**src/rtl/fe_capture_ctrl_pkg.sv**
```systemverilog
// rtl/fe_capture_ctrl_pkg.sv - shared types and codes for the front-end capture controller
// Purpose : state encoding, sniff-FIFO command codes, event record and a cmd helper.
// Ports   : none (package).
package fe_capture_ctrl_pkg;

  typedef enum logic [1:0] {
    FE_CAP_IDLE    = 2'd0,
    FE_CAP_ARMED   = 2'd1,
    FE_CAP_CAPTURE = 2'd2,
    FE_CAP_DONE    = 2'd3
  } fe_cap_state_t;

  // 0 is left unused so an idle FIFO bus never looks like a valid command.
  localparam logic [1:0] FE_FIFO_CMD_DATA = 2'd1;
  localparam logic [1:0] FE_FIFO_CMD_STAT = 2'd2;
  localparam logic [1:0] FE_FIFO_CMD_TIME = 2'd3;

  typedef struct packed {
    logic       is_stat;
    logic [7:0] data;
    logic [4:0] stat;
  } fe_event_t;

  function automatic logic [1:0] fe_event_cmd(input logic is_stat);
    return is_stat ? FE_FIFO_CMD_STAT : FE_FIFO_CMD_DATA;
  endfunction

endpackage

```
**src/rtl/fe_delta_timer.sv**
```systemverilog
// rtl/fe_delta_timer.sv - saturating delta-timestamp counter
// Purpose : counts enabled cycles since the last clear, sticking at all-ones.
// Ports   : i_clk, i_rst (async, active-high), i_clear (priority over enable),
//           i_enable, o_delta (current count), o_sat (count is all-ones).
module fe_delta_timer #(
  parameter int pWIDTH = 16
) (
  input  logic              i_clk,
  input  logic              i_rst,
  input  logic              i_clear,
  input  logic              i_enable,
  output logic [pWIDTH-1:0] o_delta,
  output logic              o_sat
);

  localparam logic [pWIDTH-1:0] LP_ONE = {{(pWIDTH-1){1'b0}}, 1'b1};

  logic [pWIDTH-1:0] r_delta;

  always_ff @(posedge i_clk or posedge i_rst) begin
    if (i_rst) begin
      r_delta <= '0;
    end else if (i_clear) begin
      r_delta <= '0;
    end else if (i_enable && !o_sat) begin
      r_delta <= r_delta + LP_ONE;
    end
  end

  assign o_delta = r_delta;
  assign o_sat   = &r_delta;

endmodule

```
**src/rtl/fe_capture_ctrl.sv**
```systemverilog
// rtl/fe_capture_ctrl.sv - front-end capture sequencer feeding the sniff FIFO write port
// Purpose : arm -> wait trigger -> capture N events -> done; turns DATA/STAT events into
//           FIFO writes with delta timestamps, inserting TIME entries for long deltas and
//           keepalives, stopping cleanly on FIFO full.
// Ports   : fe_clk, reset_i (async, active-high); control I_arm, I_abort, I_trigger,
//           I_capture_len, I_timestamps_disable, I_timeout_cycles; event input
//           I_event_valid/is_stat/data/stat; I_fifo_full; FIFO write O_fifo_wr/cmd/time/
//           data/stat; status O_capture_enable, O_state, O_event_count, O_overflow, O_timeout.
// Config  : CAPTURE_TIMEOUT_EN enables the idle-timeout counter; otherwise O_timeout is 0.
module fe_capture_ctrl
  import fe_capture_ctrl_pkg::*;
#(
  parameter int pTIMESTAMP_FULL_WIDTH  = 16,
  parameter int pTIMESTAMP_SHORT_WIDTH = 3,
  parameter int pCOUNT_WIDTH           = 20,
  parameter int pTIMEOUT_WIDTH         = 24
) (
  input  logic                             fe_clk,
  input  logic                             reset_i,
  input  logic                             I_arm,
  input  logic                             I_abort,
  input  logic                             I_trigger,
  input  logic [pCOUNT_WIDTH-1:0]          I_capture_len,
  input  logic                             I_timestamps_disable,
  input  logic                             I_event_valid,
  input  logic                             I_event_is_stat,
  input  logic [7:0]                       I_event_data,
  input  logic [4:0]                       I_event_stat,
  input  logic                             I_fifo_full,
  input  logic [pTIMEOUT_WIDTH-1:0]        I_timeout_cycles,
  output logic                             O_capture_enable,
  output logic                             O_fifo_wr,
  output logic [1:0]                       O_fifo_cmd,
  output logic [pTIMESTAMP_FULL_WIDTH-1:0] O_fifo_time,
  output logic [7:0]                       O_fifo_data,
  output logic [4:0]                       O_fifo_stat,
  output logic [1:0]                       O_state,
  output logic [pCOUNT_WIDTH-1:0]          O_event_count,
  output logic                             O_overflow,
  output logic                             O_timeout
);

  localparam int TW = pTIMESTAMP_FULL_WIDTH;
  localparam logic [TW-1:0] LP_SHORT_MAX =
    {{(TW-pTIMESTAMP_SHORT_WIDTH){1'b0}}, {pTIMESTAMP_SHORT_WIDTH{1'b1}}};
  localparam logic [pCOUNT_WIDTH:0] LP_CNT_ONE = {{pCOUNT_WIDTH{1'b0}}, 1'b1};

  fe_cap_state_t r_state;
  fe_cap_state_t w_state_next;

  logic [TW-1:0] w_delta;
  logic          w_delta_sat;
  logic          w_delta_clear;
  logic          w_delta_en;

  fe_event_t     w_in_event;
  fe_event_t     r_pend;
  logic          r_pend_valid;

  logic          w_need;
  logic          w_wr;
  logic [1:0]    w_cmd;
  logic [TW-1:0] w_time;
  logic [7:0]    w_data;
  logic [4:0]    w_stat;
  logic          w_pend_load;
  logic          w_pend_flush;
  logic          w_drop;
  logic          w_full_stop;
  logic          w_count_inc;
  logic          w_len_hit;
  logic          w_arm_accept;
  logic          w_timeout_hit;
  logic [pCOUNT_WIDTH:0] w_count_plus;

  logic                    r_fifo_wr;
  logic [1:0]              r_fifo_cmd;
  logic [TW-1:0]           r_fifo_time;
  logic [7:0]              r_fifo_data;
  logic [4:0]              r_fifo_stat;
  logic [pCOUNT_WIDTH-1:0] r_count;
  logic                    r_overflow;
  logic                    r_timeout;
  logic                    r_capture_enable;

  assign w_in_event   = {I_event_is_stat, I_event_data, I_event_stat};
  assign w_arm_accept = I_arm && ((r_state == FE_CAP_IDLE) || (r_state == FE_CAP_DONE));
  assign w_count_plus = {1'b0, r_count} + LP_CNT_ONE;
  assign w_len_hit    = w_count_inc && (I_capture_len != '0) &&
                        (w_count_plus >= {1'b0, I_capture_len});

  // Delta runs only in CAPTURE; held at zero otherwise so entry starts from 0,
  // and cleared whenever a write goes out so the next entry is relative to it.
  assign w_delta_clear = (r_state != FE_CAP_CAPTURE) || w_wr;
  assign w_delta_en    = (r_state == FE_CAP_CAPTURE);

  fe_delta_timer #(.pWIDTH(TW)) u_delta_timer (
    .i_clk    (fe_clk),
    .i_rst    (reset_i),
    .i_clear  (w_delta_clear),
    .i_enable (w_delta_en),
    .o_delta  (w_delta),
    .o_sat    (w_delta_sat)
  );

`ifdef CAPTURE_TIMEOUT_EN
  localparam logic [pTIMEOUT_WIDTH-1:0] LP_IDLE_ONE = {{(pTIMEOUT_WIDTH-1){1'b0}}, 1'b1};
  logic [pTIMEOUT_WIDTH-1:0] r_idle;
  logic [pTIMEOUT_WIDTH-1:0] w_idle_next;

  always_comb begin
    w_idle_next = r_idle;
    if ((r_state != FE_CAP_CAPTURE) || I_event_valid) begin
      w_idle_next = '0;
    end else if (~&r_idle) begin
      w_idle_next = r_idle + LP_IDLE_ONE;
    end
  end

  assign w_timeout_hit = (r_state == FE_CAP_CAPTURE) && !I_abort &&
                         (I_timeout_cycles != '0) && (w_idle_next == I_timeout_cycles);

  always_ff @(posedge fe_clk or posedge reset_i) begin
    if (reset_i) begin
      r_idle <= '0;
    end else begin
      r_idle <= (w_state_next == FE_CAP_CAPTURE) ? w_idle_next : '0;
    end
  end
`else
  logic w_unused_timeout;
  assign w_unused_timeout = ^I_timeout_cycles;
  assign w_timeout_hit    = 1'b0;
`endif

  // State register.
  always_ff @(posedge fe_clk or posedge reset_i) begin
    if (reset_i) begin
      r_state <= FE_CAP_IDLE;
    end else begin
      r_state <= w_state_next;
    end
  end

  // Next-state logic; abort has priority over trigger and over any capture stop reason.
  always_comb begin
    w_state_next = r_state;
    case (r_state)
      FE_CAP_IDLE, FE_CAP_DONE: begin
        if (I_arm) w_state_next = FE_CAP_ARMED;
      end
      FE_CAP_ARMED: begin
        if (I_abort)        w_state_next = FE_CAP_IDLE;
        else if (I_trigger) w_state_next = FE_CAP_CAPTURE;
      end
      FE_CAP_CAPTURE: begin
        if (I_abort || w_full_stop || w_len_hit || w_timeout_hit) w_state_next = FE_CAP_DONE;
      end
      default: w_state_next = FE_CAP_IDLE;
    endcase
  end

  // Write decision for this cycle. A held (pending) event always goes out before
  // anything new; a long delta is flushed as a TIME entry ahead of its event.
  always_comb begin
    w_need       = 1'b0;
    w_wr         = 1'b0;
    w_cmd        = '0;
    w_time       = '0;
    w_data       = '0;
    w_stat       = '0;
    w_pend_load  = 1'b0;
    w_pend_flush = 1'b0;
    w_drop       = 1'b0;
    w_full_stop  = 1'b0;
    w_count_inc  = 1'b0;
    if ((r_state == FE_CAP_CAPTURE) && !I_abort) begin
      if (r_pend_valid) begin
        w_need       = 1'b1;
        w_pend_flush = 1'b1;
        w_count_inc  = 1'b1;
        w_cmd        = fe_event_cmd(r_pend.is_stat);
        w_data       = r_pend.is_stat ? 8'h00 : r_pend.data;
        w_stat       = r_pend.stat;
        w_drop       = I_event_valid;
      end else if (I_event_valid) begin
        w_need = 1'b1;
        if (!I_timestamps_disable && (w_delta > LP_SHORT_MAX)) begin
          w_cmd       = FE_FIFO_CMD_TIME;
          w_time      = w_delta;
          w_pend_load = 1'b1;
        end else begin
          w_count_inc = 1'b1;
          w_cmd       = fe_event_cmd(I_event_is_stat);
          w_time      = I_timestamps_disable ? '0 : w_delta;
          w_data      = I_event_is_stat ? 8'h00 : I_event_data;
          w_stat      = I_event_stat;
        end
      end else if (!I_timestamps_disable && w_delta_sat) begin
        w_need = 1'b1;
        w_cmd  = FE_FIFO_CMD_TIME;
        w_time = w_delta;
      end

      if (w_need && I_fifo_full) begin
        w_full_stop = 1'b1;
        w_count_inc = 1'b0;
        w_pend_load = 1'b0;
        w_cmd       = '0;
        w_time      = '0;
        w_data      = '0;
        w_stat      = '0;
      end else begin
        w_wr = w_need;
      end
    end
  end

  // Registered outputs and capture bookkeeping.
  always_ff @(posedge fe_clk or posedge reset_i) begin
    if (reset_i) begin
      r_fifo_wr        <= 1'b0;
      r_fifo_cmd       <= '0;
      r_fifo_time      <= '0;
      r_fifo_data      <= '0;
      r_fifo_stat      <= '0;
      r_count          <= '0;
      r_overflow       <= 1'b0;
      r_timeout        <= 1'b0;
      r_capture_enable <= 1'b0;
      r_pend_valid     <= 1'b0;
      r_pend           <= '0;
    end else begin
      r_fifo_wr        <= w_wr;
      r_fifo_cmd       <= w_cmd;
      r_fifo_time      <= w_time;
      r_fifo_data      <= w_data;
      r_fifo_stat      <= w_stat;
      r_capture_enable <= (w_state_next == FE_CAP_CAPTURE);
      // Pending survives only while capture continues; abort/stop drops it.
      r_pend_valid     <= (w_state_next == FE_CAP_CAPTURE) &&
                          (w_pend_load || (r_pend_valid && !w_pend_flush));
      if (w_pend_load) r_pend <= w_in_event;

      if (w_arm_accept) begin
        r_count    <= '0;
        r_overflow <= 1'b0;
        r_timeout  <= 1'b0;
      end else begin
        if (w_count_inc && !(&r_count)) r_count <= w_count_plus[pCOUNT_WIDTH-1:0];
        if (w_drop || w_full_stop) r_overflow <= 1'b1;
        if (w_timeout_hit) r_timeout <= 1'b1;
      end
    end
  end

  assign O_state          = r_state;
  assign O_capture_enable = r_capture_enable;
  assign O_fifo_wr        = r_fifo_wr;
  assign O_fifo_cmd       = r_fifo_cmd;
  assign O_fifo_time      = r_fifo_time;
  assign O_fifo_data      = r_fifo_data;
  assign O_fifo_stat      = r_fifo_stat;
  assign O_event_count    = r_count;
  assign O_overflow       = r_overflow;
  assign O_timeout        = r_timeout;

endmodule
```
**config.mk**
```make
export PLATFORM = sky130hd
export DESIGN_NAME = fe_capture_ctrl
export DESIGN_NICKNAME = d
export VERILOG_FILES = /design/src/rtl/fe_capture_ctrl_pkg.sv /design/src/rtl/fe_delta_timer.sv /design/src/rtl/fe_capture_ctrl.sv
export SDC_FILE = /design/constraint.sdc
export NUM_CORES = 1
export LEC_CHECK = 0
export BUFFER_PORTS_ARGS = -buffer_cell sky130_fd_sc_hd__clkbuf_2
export CORE_UTILIZATION = 30
export DETAILED_ROUTE_END_ITERATION = 6
export GPL_TIMING_DRIVEN = 0
export SLEW_MARGIN = 20
export SYNTH_ARGS = -nofsm -noshare
export SYNTH_HDL_FRONTEND = slang
export SYNTH_SLANG_ARGS = --single-unit
```
**constraint.sdc**
```tcl
create_clock -name fe_clk -period 2.9 [get_ports fe_clk]
set_clock_uncertainty 0.05 [all_clocks]
set_input_delay 0.435 -clock fe_clk [delete_from_list [all_inputs] [get_ports fe_clk]]
set_output_delay 0.435 -clock fe_clk [all_outputs]
set_load 0.005 [all_outputs]
```
==> out/qor.txt, run 1 <==
All-Layer GR Usage -> 15.1%
Post-Place Cell Area -> 0.00558 sq mm
Hold crit path type -> in2async
Path type of the worst setup path -> reg2reg
Period minus WS final -> 3.12 ns
Library cell used as clock root buffer -> sky130_fd_sc_hd__clkbuf_16
DRC violation total after the first TritonRoute iteration -> 157
Multiplexer area fraction after synthesis -> 4.53%
DR vias -> 3978
Total chip power -> 3.06 mW
TritonCTS clock tree -> built
Mean instance size in the synthesized netlist -> 9.77 sq um
Kind of launch point of the worst setup path -> flip-flop
Part of the total power dissipated in combinational logic -> 16.9%
Fill cells -> 1569
Sequential power share -> 42.1%
Per-cell via count in the routed design -> 4.82
Total clock buffers created by CTS -> 9
Drc violations -> 0
Total of buffers placed on input and output ports -> 96
Total global routing overflow -> 0
Setup repair after global routing missed its margin -> yes
Post-synth EDFFs -> 0
Switching power -> 825 uW
Final net count -> 701
Antenna diode count -> 0
Data required time of the worst path -> 3.07 ns
First-pass GRT wire length -> 19500 microns
Final setup TNS -> -0.409 ns
Area of the core -> 0.0154 sq mm
Number of warnings printed during yosys synthesis -> 0
Total wire length after detailed routing -> 12100 microns
Total standard cell area after synthesis -> 0.00481 sq mm
Library cell contributing the largest single delay on the critical path -> sky130_fd_sc_hd__dfrtp_1
End-of-flow core utilization -> 39.4%
Clock net sink count -> 87
Share of power burned in the clock network -> 40.9%
FFs w/ async S/R, synth -> 100%
Final setup vio count -> 2
Family with the most delay on the worst path -> compound AO/OA/AOI/OAI gates
Final setup margin -> -0.220 ns
Most common cell after layout, fill and taps aside -> sky130_fd_sc_hd__clkbuf_2
Fin crit share -> 108%
Int Power -> 2.23 mW
Number of library cell types mapped by synthesis -> 57
Number of global-route vias before repair -> 4054
Share of synthesized cell area in and, or, nand and nor gates -> 22.9%
Detail Route Antenna Nets -> 0
Num ports -> 123
Longest Clk Path Bufs -> 2
Fraction of layout instances using a drive strength above 1 -> 27.2%
Height of the chip -> 129 microns
Number of hold-repair buffers added at the cts stage -> 0
Final Cell Area -> 0.00608 sq mm
Violated checks -> setup timing
Flop and latch count out of synthesis -> 87
Worst slack at placement -> -0.487 ns
Sequential fraction of the synthesis area -> 45.3%
Maximum ir drop on the vdd rail -> 0.000295 V
Die width -> 129 microns
Status -> finished with violations
Ratio of total power to cell area -> 503 mW/mm^2
Number of max-capacitance violations reported -> 0
Share of the synthesized area in compound gates (AO/OA/AOI/OAI) -> 7.63%
Adder-cell share of the synthesized area -> 6.51%
Initial cell density of the core -> 31.2%
Mapped Nets -> 583
Weighted congestion at the end of routability-driven global placement -> 0.895
Combinational family with the most area after synthesis -> simple AND/OR/NAND/NOR gates
Worst path bufs/invs -> 1
Arr. time, crit path -> 3.29 ns
Site row count -> 45
Clock latency at the later pin of the worst-skew pair -> 0.33 ns
Number of cells produced by synthesis -> 492
Final Hold Vio Count -> 0
Fraction of power spent switching nets -> 27.0%
Maximum number of pins on one net before global-route repair -> 47
Antenna violations before repair -> 0
Leak pwr -> 2.95 nW
Max-slew violation count -> 0
Setup crit end kind -> flip-flop
Critical-path cell list -> ha_4 -> nand4_1 -> buf_6 -> nor4_4 -> nand3_2 -> xnor2_2 -> ha_1 -> a211o_1 -> a21oi_1 -> o41ai_2 -> a211oi_2 -> a21oi_2 -> or2_1
Peak Freq -> 320 MHz
Area delta synth->final -> 26.5%
Wire length per cell -> 14.6 microns
Length of the first detailed-routing pass in iterations -> 4
HPWL after DPL -> 9200 microns
Most frequent cells in the layout -> sky130_fd_sc_hd__clkbuf_2 (96), sky130_fd_sc_hd__dfrtp_1 (81), sky130_fd_sc_hd__nor2_1 (65), sky130_fd_sc_hd__xnor2_1 (36), sky130_fd_sc_hd__inv_1 (34)
Transition time at the pin with the least slew margin -> 1.08 ns
Worst max-slew margin expressed relative to the limit -> 27.3%
Maximum cell stage delay along the critical path -> 0.39 ns
Floorplan die area -> 0.0165 sq mm
Most used flip-flop cell after synthesis -> sky130_fd_sc_hd__dfrtp_1
Total number of H-tree levels -> 3
Critical path fanouts, max -> 4
Clock-pin transition on the worst setup and hold timing paths -> 0.06 ns
Post-synthesis share of cell area spent on xor and xnor gates -> 8.38%
[layout make-up]
cell class / count / area (sq um) / share of cell area [%]
inverter: 35 / 134 / 2.20
sequential: 87 / 2180 / 35.9
clock buffer: 12 / 246 / 4.05
timing repair buffer: 107 / 587 / 9.65
clock inverter: 4 / 77.6 / 1.28
multi-input combinational: 353 / 2490 / 40.9
buffer: 17 / 100 / 1.65
tap: 211 / 264 / 4.34
[synthesized netlist by cell type (7+ instances only)]
cell                      instances  area [sq um]
sky130_fd_sc_hd__a22oi_1          8          60.1
sky130_fd_sc_hd__xnor2_1         38           333
sky130_fd_sc_hd__inv_1           35           131
sky130_fd_sc_hd__nor3_1          13          65.1
sky130_fd_sc_hd__nand3_1         17          85.1
sky130_fd_sc_hd__nand2_1         26          97.6
sky130_fd_sc_hd__nor2_1          67           251
sky130_fd_sc_hd__nor4_1          21           131
sky130_fd_sc_hd__ha_1            25           313
sky130_fd_sc_hd__dfrtp_1         87          2180
sky130_fd_sc_hd__mux2_1           9           101
sky130_fd_sc_hd__and2_1          17           106
sky130_fd_sc_hd__a21oi_1         16          80.1
sky130_fd_sc_hd__o21ai_0          7          35.0
sky130_fd_sc_hd__nand4_1          9          56.3
sky130_fd_sc_hd__xor2_1           8          70.1
[what timing repair did]
item	CTS	global route
endpoints found under the hold margin	0	0
setup endpoints to repair	2	2
pin swaps	6	6
resized for setup	12	12
buffers inserted	6	4
[flip-flops by register name, summed over array words and instances (netlist names)]
register	count
O_fifo_wr	1
O_state	2
O_event_count	20
O_fifo_cmd	2
r_pend	14
O_fifo_stat	5
O_overflow	1
O_fifo_data	8
O_capture_enable	1
r_pend_valid	1
u_delta_timer.o_delta	16
O_fifo_time	16
[logic make-up (layout without fill, tap and decap cells)]
group	Yosys count	after routing
flip-flops	87	87
XOR/XNOR	46	46
AO/OA/AOI/OAI	54	54
multiplexers	20	20
AND/OR/NAND/NOR	207	207
buffers and inverters	52	175
other	1	1
adder cells (fa/ha/maj)	25	25
[layer usage]
metal  global-route usage [%]  share of wire (%)  vias to the layer above
met1                     18.7                 44                     1902
met3                     3.49                6.1                       18
met5                        0                  0                        -
met4                     5.67                1.8                        0
li1                         -                  -                     1940
met2                     25.6                 48                      118
[final timing paths]
check                                             start                                     to  slack (ns)  cells past startpoint
hold / removal                                  reset_i           O_event_count[6]$_DFFE_PP0P_        0.09                      2
min in group fe_clk                     I_event_data[4]                  r_pend[9]$_DFFE_PP0P_        0.28                      2
hold reg to reg                   r_pend[9]$_DFFE_PP0P_                  r_pend[9]$_DFFE_PP0P_        0.44                      1
max in group asynchronous                       reset_i  u_delta_timer.o_delta[15]$_DFFE_PP0P_        2.09                      3
setup reg to reg           O_event_count[1]$_DFFE_PP0P_                   O_state[0]$_DFF_PP0_       -0.22                     13
setup / recovery           O_event_count[1]$_DFFE_PP0P_                   O_state[0]$_DFF_PP0_       -0.22                     13
[power by group through the flow]
stage,registers (mW),clock network [mW],logic [mW]
2_1_floorplan,1.31,0,0.326
3_3_place_gp,1.31,0,0.485
3_5_place_dp,1.31,0,0.504
4_1_cts,1.29,1.29,0.524
5_1_grt,1.29,1.34,0.591
6_report,1.29,1.25,0.518
[through the flow]
stage | hold WS, ns | instances
finish | 0.0946 | 826
global route | 0.139 | 826
CTS | 0.113 | 822
detailed placement | 0.430 | 800
floorplan | 0.408 | 492
global placement | 0.417 | 799
No activity file was read; power rests on OpenSTA's default activity.
==> run 2: changes to the inputs <==
clock period = 3.25 ns   (was 2.9 ns; I/O delays follow)
==> out/qor.txt, run 2 (same netlist as run 1, synthesis figures left out) <==
Start point of the critical path -> O_event_count[1]$_DFFE_PP0P_
Wire length per cell -> 14.8 microns (+1.4%)
Fraction of power spent switching nets -> 28.1% (+1.2 points)
Arr. time, crit path -> 3.43 ns (+0.14 ns)
First-pass GRT wire length -> 19400 microns (-0.84%)
Setup repair after global routing missed its margin -> yes
Capture point of the worst path -> O_state[0]$_DFF_PP0_
Most frequent cells in the layout -> sky130_fd_sc_hd__clkbuf_2 (96), sky130_fd_sc_hd__dfrtp_1 (83), sky130_fd_sc_hd__nor2_1 (67), sky130_fd_sc_hd__xnor2_1 (37), sky130_fd_sc_hd__inv_1 (34)
Worst path bufs/invs -> 1 (unchanged)
Drc violations -> 0 (unchanged)
Ratio of total power to cell area -> 442 mW/mm^2 (-12%)
Library cell contributing the largest single delay on the critical path -> sky130_fd_sc_hd__dfrtp_1
Length of the first detailed-routing pass in iterations -> 4 (unchanged)
All-Layer GR Usage -> 15.1% (-0.052 points)
Library cell used as clock root buffer -> sky130_fd_sc_hd__clkbuf_16
Site row count -> 45 (unchanged)
HPWL after DPL -> 9190 microns (-0.10%)
DR vias -> 4000 (+0.55%)
Worst reg2reg startpoint -> O_event_count[1]$_DFFE_PP0P_
Peak Freq -> 307 MHz (-4.3%)
Die width -> 129 microns (unchanged)
Worst hold slack across all endpoints -> 0.0755 ns (-0.0191 ns)
Area of the core -> 0.0154 sq mm (unchanged)
Worst reg2reg path endpoint -> O_state[0]$_DFF_PP0_
Total clock buffers created by CTS -> 9 (unchanged)
Seq. cell area -> 0.00218 sq mm (-0.11%)
Part of the total power dissipated in combinational logic -> 17.6% (+0.7 points)
TritonCTS clock tree -> built
Clock-pin transition on the worst setup and hold timing paths -> 0.06 ns (about the same)
Multi-input logic area -> 0.00245 sq mm (-1.5%)
Setup crit end kind -> flip-flop
Number of hold-repair buffers added at the cts stage -> 0 (unchanged)
Detail Route Antenna Nets -> 0 (unchanged)
Critical-path cell list -> ha_4 -> nand4_1 -> buf_6 -> or4_1 -> or3_4 -> xnor2_2 -> ha_1 -> a21o_1 -> a21oi_2 -> o41ai_1 -> a211oi_1 -> a21oi_2 -> or2_1
Most common cell after layout, fill and taps aside -> sky130_fd_sc_hd__clkbuf_2
Antenna violations before repair -> 0 (unchanged)
Kind of launch point of the worst setup path -> flip-flop
Initial cell density of the core -> 31.2% (unchanged)
Critical path fanouts, max -> 4 (unchanged)
Maximum cell stage delay along the critical path -> 0.41 ns (+0.02 ns)
Total wire length after detailed routing -> 12300 microns (+1.5%)
Int Power -> 1.91 mW (-14%)
Final Hold Vio Count -> 0 (unchanged)
Maximum ir drop on the vdd rail -> 0.000270 V (-8.3%)
Height of the chip -> 129 microns (unchanged)
Final setup vio count -> 1 (-1)
Fin crit share -> 100% (-7.3 points)
Transition time at the pin with the least slew margin -> 1.10 ns (+0.0211 ns)
Number of global-route vias before repair -> 4024 (-0.74%)
Max-slew violation count -> 0 (unchanged)
DRC violation total after the first TritonRoute iteration -> 216 (+38%)
Fraction of layout instances using a drive strength above 1 -> 26.0% (-1.2 points)
Final net count -> 702 (+0.14%)
Longest Clk Path Bufs -> 2 (unchanged)
Leak pwr -> 2.93 nW (-0.66%)
Fill cells -> 1576 (+0.45%)
Path type of the worst setup path -> reg2reg
Total of buffers placed on input and output ports -> 96 (unchanged)
Share of power burned in the clock network -> 39.2% (-1.7 points)
Most common cell type on the critical path -> sky130_fd_sc_hd__a21oi_2
Status -> finished with violations
Switching power -> 748 uW (-9.3%)
Weighted congestion at the end of routability-driven global placement -> 0.908 (+1.4%)
Total number of H-tree levels -> 3 (unchanged)
Num ports -> 123 (unchanged)
Final setup TNS -> -0.00887 ns (+0.401 ns)
Data required time of the worst path -> 3.42 ns (+0.35 ns)
Worst max-slew margin expressed relative to the limit -> 25.8% (-1.5 points)
Logic depth of the worst register-to-register path -> 13 (unchanged)
Floorplan die area -> 0.0165 sq mm (unchanged)
Area delta synth->final -> 25.3%
Clock net sink count -> 87 (unchanged)
Sequential power share -> 43.2% (+1.1 points)
Stages on the worst setup path -> 13 (unchanged)
Violated checks -> setup timing
Largest register FFs -> 20 (unchanged)
Worst-case register-to-register setup slack -> -0.009 ns (+0.21 ns)
Clock latency at the later pin of the worst-skew pair -> 0.34 ns (about the same)
Family with the most delay on the worst path -> simple AND/OR/NAND/NOR gates
Total global routing overflow -> 0 (unchanged)
Antenna diode count -> 0 (unchanged)
Per-cell via count in the routed design -> 4.84 (+0.43%)
Number of max-capacitance violations reported -> 0 (unchanged)
Maximum number of pins on one net before global-route repair -> 60 (+28%)
Final setup margin -> -0.00887 ns (+0.211 ns)
Hold crit path type -> in2async
Period minus WS final -> 3.26 ns (+0.139 ns)
-- run 2: cell count changes in the layout (fill, tap and decap cells not counted), sizes merged --
cell,previous run,this run
buf,22,23
bufinv,2,1
clkbuf,114,113
clkinv,1,4
inv,36,35
-- run 2: what timing repair did --
action	CTS	global route
setup buffers	4	7
setup endpoints to repair	2	2
hold endpoints to repair	0	0
pin swaps	2	4
gates cloned	0	0
gates resized for setup	2	13
-- run 2: power by group through the flow --
stage | logic, mW | clock network, mW | registers, mW
after floorplan | 0.291 | 0 | 1.16
after global placement | 0.434 | 0 | 1.17
after detailed placement | 0.454 | 0 | 1.17
after CTS | 0.467 | 1.07 | 1.15
after global routing | 0.534 | 1.12 | 1.15
final | 0.468 | 1.04 | 1.15
-- run 2: area by class of cell --
type	instances	share of cell area [%]
Tap cell	211	4.38
Clock buffer	11	4.03
Buffer	17	1.60
Sequential cell	87	36.2
Clock inverter	5	0.955
Inverter	35	2.22
Multi-Input combinational cell	353	40.7
Timing Repair Buffer	108	9.87
-- run 2: metal layers --
| layer | up-vias | track usage (%) | part of all wire, % |
|---|---|---|---|
| li1 | 1946 | - | - |
| met1 | 1919 | 18.2 | 43 |
| met2 | 113 | 25.6 | 48 |
| met3 | 22 | 3.20 | 5.9 |
| met4 | 0 | 7.13 | 2.5 |
| met5 | - | 0 | 0 |
-- run 2: how the worst min path moves through the flow --
| stage | depth (start not counted) | to | from |
|---|---|---|---|
| after floorplan | 1 | r_pend[4]$_DFFE_PP0P_ | r_pend[4]$_DFFE_PP0P_ |
| after global placement | 1 | r_pend[4]$_DFFE_PP0P_ | r_pend[4]$_DFFE_PP0P_ |
| after detailed placement | 1 | r_pend[11]$_DFFE_PP0P_ | r_pend[11]$_DFFE_PP0P_ |
| after CTS | 2 | O_event_count[2]$_DFFE_PP0P_ | reset_i |
| after global routing | 2 | O_event_count[2]$_DFFE_PP0P_ | reset_i |
| final | 2 | O_event_count[3]$_DFFE_PP0P_ | reset_i |
-- run 2: stage by stage --
step	power, mW	area [sq um]	util [%]	setup WS (ns)	std cells
2_1_floorplan	1.46	4810	-	0.261	492
4_1_cts	2.69	5920	38.3	0.0199	820
3_5_place_dp	1.63	5580	36.2	-0.214	800
3_3_place_gp	1.60	5550	36.0	-0.532	799
5_1_grt	2.80	6020	39.1	-0.0872	827
6_report	2.66	6020	39.1	-0.00887	827
==> run 3: changes to the inputs <==
==> constraint.sdc (replaced) <==
create_clock -name fe_clk -period 3.25 [get_ports fe_clk]
set_clock_uncertainty 0.05 [all_clocks]
set_input_delay 0.1625 -clock fe_clk [delete_from_list [all_inputs] [get_ports fe_clk]]
set_output_delay 0.1625 -clock fe_clk [all_outputs]
set_load 0.005 [all_outputs]
==> out/qor.txt, run 3 (same netlist as run 1, synthesis figures left out) <==
Status -> finished with violations
Violated checks -> setup timing
Detail Route Antenna Nets -> 0 (unchanged)
Fraction of power spent switching nets -> 28.1% (about the same)
Height of the chip -> 129 microns (unchanged)
Worst path bufs/invs -> 1 (unchanged)
TritonCTS clock tree -> built
Number of max-capacitance violations reported -> 0 (unchanged)
Drc violations -> 0 (unchanged)
Family with the most delay on the worst path -> simple AND/OR/NAND/NOR gates
Maximum ir drop on the vdd rail -> 0.000271 V (+0.14%)
Library cell contributing the largest single delay on the critical path -> sky130_fd_sc_hd__dfrtp_1
Multi-input logic area -> 0.00245 sq mm (unchanged)
Worst Hold End -> r_pend[7]$_DFFE_PP0P_
Setup crit end kind -> flip-flop
Worst max-slew margin expressed relative to the limit -> 25.8% (unchanged)
Longest Clk Path Bufs -> 2 (unchanged)
Hold crit path type -> in2reg
Library cell used as clock root buffer -> sky130_fd_sc_hd__clkbuf_16
Final setup vio count -> 1 (unchanged)
Fill cells -> 1575 (-0.063%)
Transition time at the pin with the least slew margin -> 1.10 ns (unchanged)
Total clock buffers created by CTS -> 9 (unchanged)
Most frequent cells in the layout -> sky130_fd_sc_hd__clkbuf_2 (96), sky130_fd_sc_hd__dfrtp_1 (83), sky130_fd_sc_hd__nor2_1 (67), sky130_fd_sc_hd__xnor2_1 (37), sky130_fd_sc_hd__inv_1 (34)
GR peak layer -> met2
Final net count -> 703 (+0.14%)
Fin crit share -> 100% (about the same)
Met2 usage -> 25.6% (+0.064 points)
Logic depth of the worst register-to-register path -> 13 (unchanged)
Seq. cell area -> 0.00218 sq mm (unchanged)
Peak Freq -> 307 MHz (about the same)
Worst reg2reg startpoint -> O_event_count[1]$_DFFE_PP0P_
Final Hold Vio Count -> 0 (unchanged)
Total wire length after detailed routing -> 12300 microns (about the same)
DRC violation total after the first TritonRoute iteration -> 206 (-4.6%)
Maximum number of pins on one net before global-route repair -> 60 (unchanged)
Weighted congestion at the end of routability-driven global placement -> 0.908 (unchanged)
Total of buffers placed on input and output ports -> 96 (unchanged)
Initial cell density of the core -> 31.2% (unchanged)
Number of global-route vias before repair -> 4036 (+0.30%)
HPWL after DPL -> 9190 microns (unchanged)
Largest register FFs -> 20 (unchanged)
Length of the first detailed-routing pass in iterations -> 4 (unchanged)
Most common cell type on the critical path -> sky130_fd_sc_hd__a21oi_2
Period minus WS final -> 3.26 ns (+0.000118 ns)
Total global routing overflow -> 0 (unchanged)
Ratio of total power to cell area -> 441 mW/mm^2 (-0.12%)
Arr. time, crit path -> 3.43 ns (about the same)
Kind of launch point of the worst setup path -> flip-flop
Clock latency at the later pin of the worst-skew pair -> 0.34 ns (about the same)
All-Layer GR Usage -> 15.1% (+0.018 points)
Max-slew violation count -> 0 (unchanged)
Total number of H-tree levels -> 3 (unchanged)
DR vias -> 4005 (+0.13%)
Met1 track demand over resource in global routing -> 18.2% (unchanged)
Total chip power -> 2.66 mW (about the same)
Part of the total power dissipated in combinational logic -> 17.6% (about the same)
Int Power -> 1.91 mW (about the same)
Worst hold slack across all endpoints -> 0.0103 ns (-0.0652 ns)
Critical-path cell list -> ha_4 -> nand4_1 -> buf_6 -> or4_1 -> or3_4 -> xnor2_2 -> ha_1 -> a21o_1 -> a21oi_2 -> o41ai_1 -> a211oi_1 -> a21oi_2 -> or2_1
Leak pwr -> 2.94 nW (+0.14%)
Final setup margin -> -0.00899 ns (-0.000118 ns)
First-pass GRT wire length -> 19400 microns (+0.14%)
Met3 usage -> 3.20% (unchanged)
Per-cell via count in the routed design -> 4.84 (about the same)
Area delta synth->final -> 25.5%
Maximum cell stage delay along the critical path -> 0.41 ns (about the same)
Hold path cells -> 2
Worst-case register-to-register setup slack -> -0.009 ns (about the same)
Area of the core -> 0.0154 sq mm (unchanged)
Sequential power share -> 43.2% (about the same)
Clock-pin transition on the worst setup and hold timing paths -> 0.06 ns (about the same)
Data required time of the worst path -> 3.42 ns (about the same)
Worst reg2reg path endpoint -> O_state[0]$_DFF_PP0_
Critical path fanouts, max -> 4 (unchanged)
Wire length per cell -> 14.8 microns (about the same)
Antenna violations before repair -> 0 (unchanged)
Startpoint of the lowest-slack hold path -> I_event_data[2]
Num ports -> 123 (unchanged)
Path type of the worst setup path -> reg2reg
Floorplan die area -> 0.0165 sq mm (unchanged)
Fraction of layout instances using a drive strength above 1 -> 25.9% (-0.042 points)
Die width -> 129 microns (unchanged)
Setup repair after global routing missed its margin -> yes
Clock net sink count -> 87 (unchanged)
Most common cell after layout, fill and taps aside -> sky130_fd_sc_hd__clkbuf_2
Antenna diode count -> 0 (unchanged)
Site row count -> 45 (unchanged)
Switching power -> 749 uW (about the same)
Share of power burned in the clock network -> 39.2% (about the same)
[run 3: cell count changes in the layout (fill, tap and decap cells not counted), sizes merged]
cell and delta:
dlygate4sd3 +1
[run 3: routing by layer]
layer | part of all wire [%] | wire length (microns)
met1 | 43 | 5320
met2 | 48 | 5900
met3 | 6.0 | 737
met4 | 2.5 | 302
met5 | 0 | 0
[run 3: cell type report]
class | instances | area share [%]
clock buffer | 11 | 4.02
sequential | 87 | 36.2
clock inverter | 5 | 0.954
buffer | 17 | 1.60
multi-input combinational | 353 | 40.7
timing repair buffer | 109 | 10.0
tap | 211 | 4.37
inverter | 35 | 2.22
[run 3: worst max-delay path by stage]
stage / depth (start not counted) / slack [ns] / start / endpoint
4_1_cts: 13 / 0.02 / O_event_count[1]$_DFFE_PP0P_ / O_state[0]$_DFF_PP0_
5_1_grt: 13 / -0.09 / O_event_count[1]$_DFFE_PP0P_ / O_state[0]$_DFF_PP0_
3_3_place_gp: 2 / -0.21 / reset_i / O_fifo_time[5]$_DFF_PP0_
6_report: 13 / -0.009 / O_event_count[1]$_DFFE_PP0P_ / O_state[0]$_DFF_PP0_
2_1_floorplan: 12 / 0.26 / O_event_count[0]$_DFFE_PP0P_ / O_state[0]$_DFF_PP0_
3_5_place_dp: 12 / -0.21 / O_event_count[0]$_DFFE_PP0P_ / O_state[0]$_DFF_PP0_
[run 3: power groups by stage]
stage	logic, mW	registers [mW]	clock network (mW)
after floorplan	0.291	1.16	0
after global placement	0.434	1.17	0
after detailed placement	0.454	1.17	0
after CTS	0.468	1.15	1.07
final	0.469	1.15	1.04
after global routing	0.535	1.15	1.12
[run 3: repair_timing]
action                                  in CTS  in global routing
hold buffers                                 1                  0
hold endpoints to repair                    28                  0
setup buffers                                4                  7
pin swaps                                    2                  4
endpoints found under the setup margin       2                  2
cloned                                       0                  0
resized for setup                            2                 13
[run 3: through the flow]
stage | util [%] | setup slack [ns] | TNS [ns] | cells | area [sq um]
detailed placement | 36.2 | -0.214 | -0.359 | 800 | 5580
floorplan | - | 0.261 | 0 | 492 | 4810
CTS | 38.4 | 0.0199 | 0 | 821 | 5930
global placement | 36.0 | -0.207 | -17.67 | 799 | 5550
global route | 39.1 | -0.0872 | -0.138 | 828 | 6030
finish | 39.1 | -0.00899 | -0.00899 | 828 | 6030
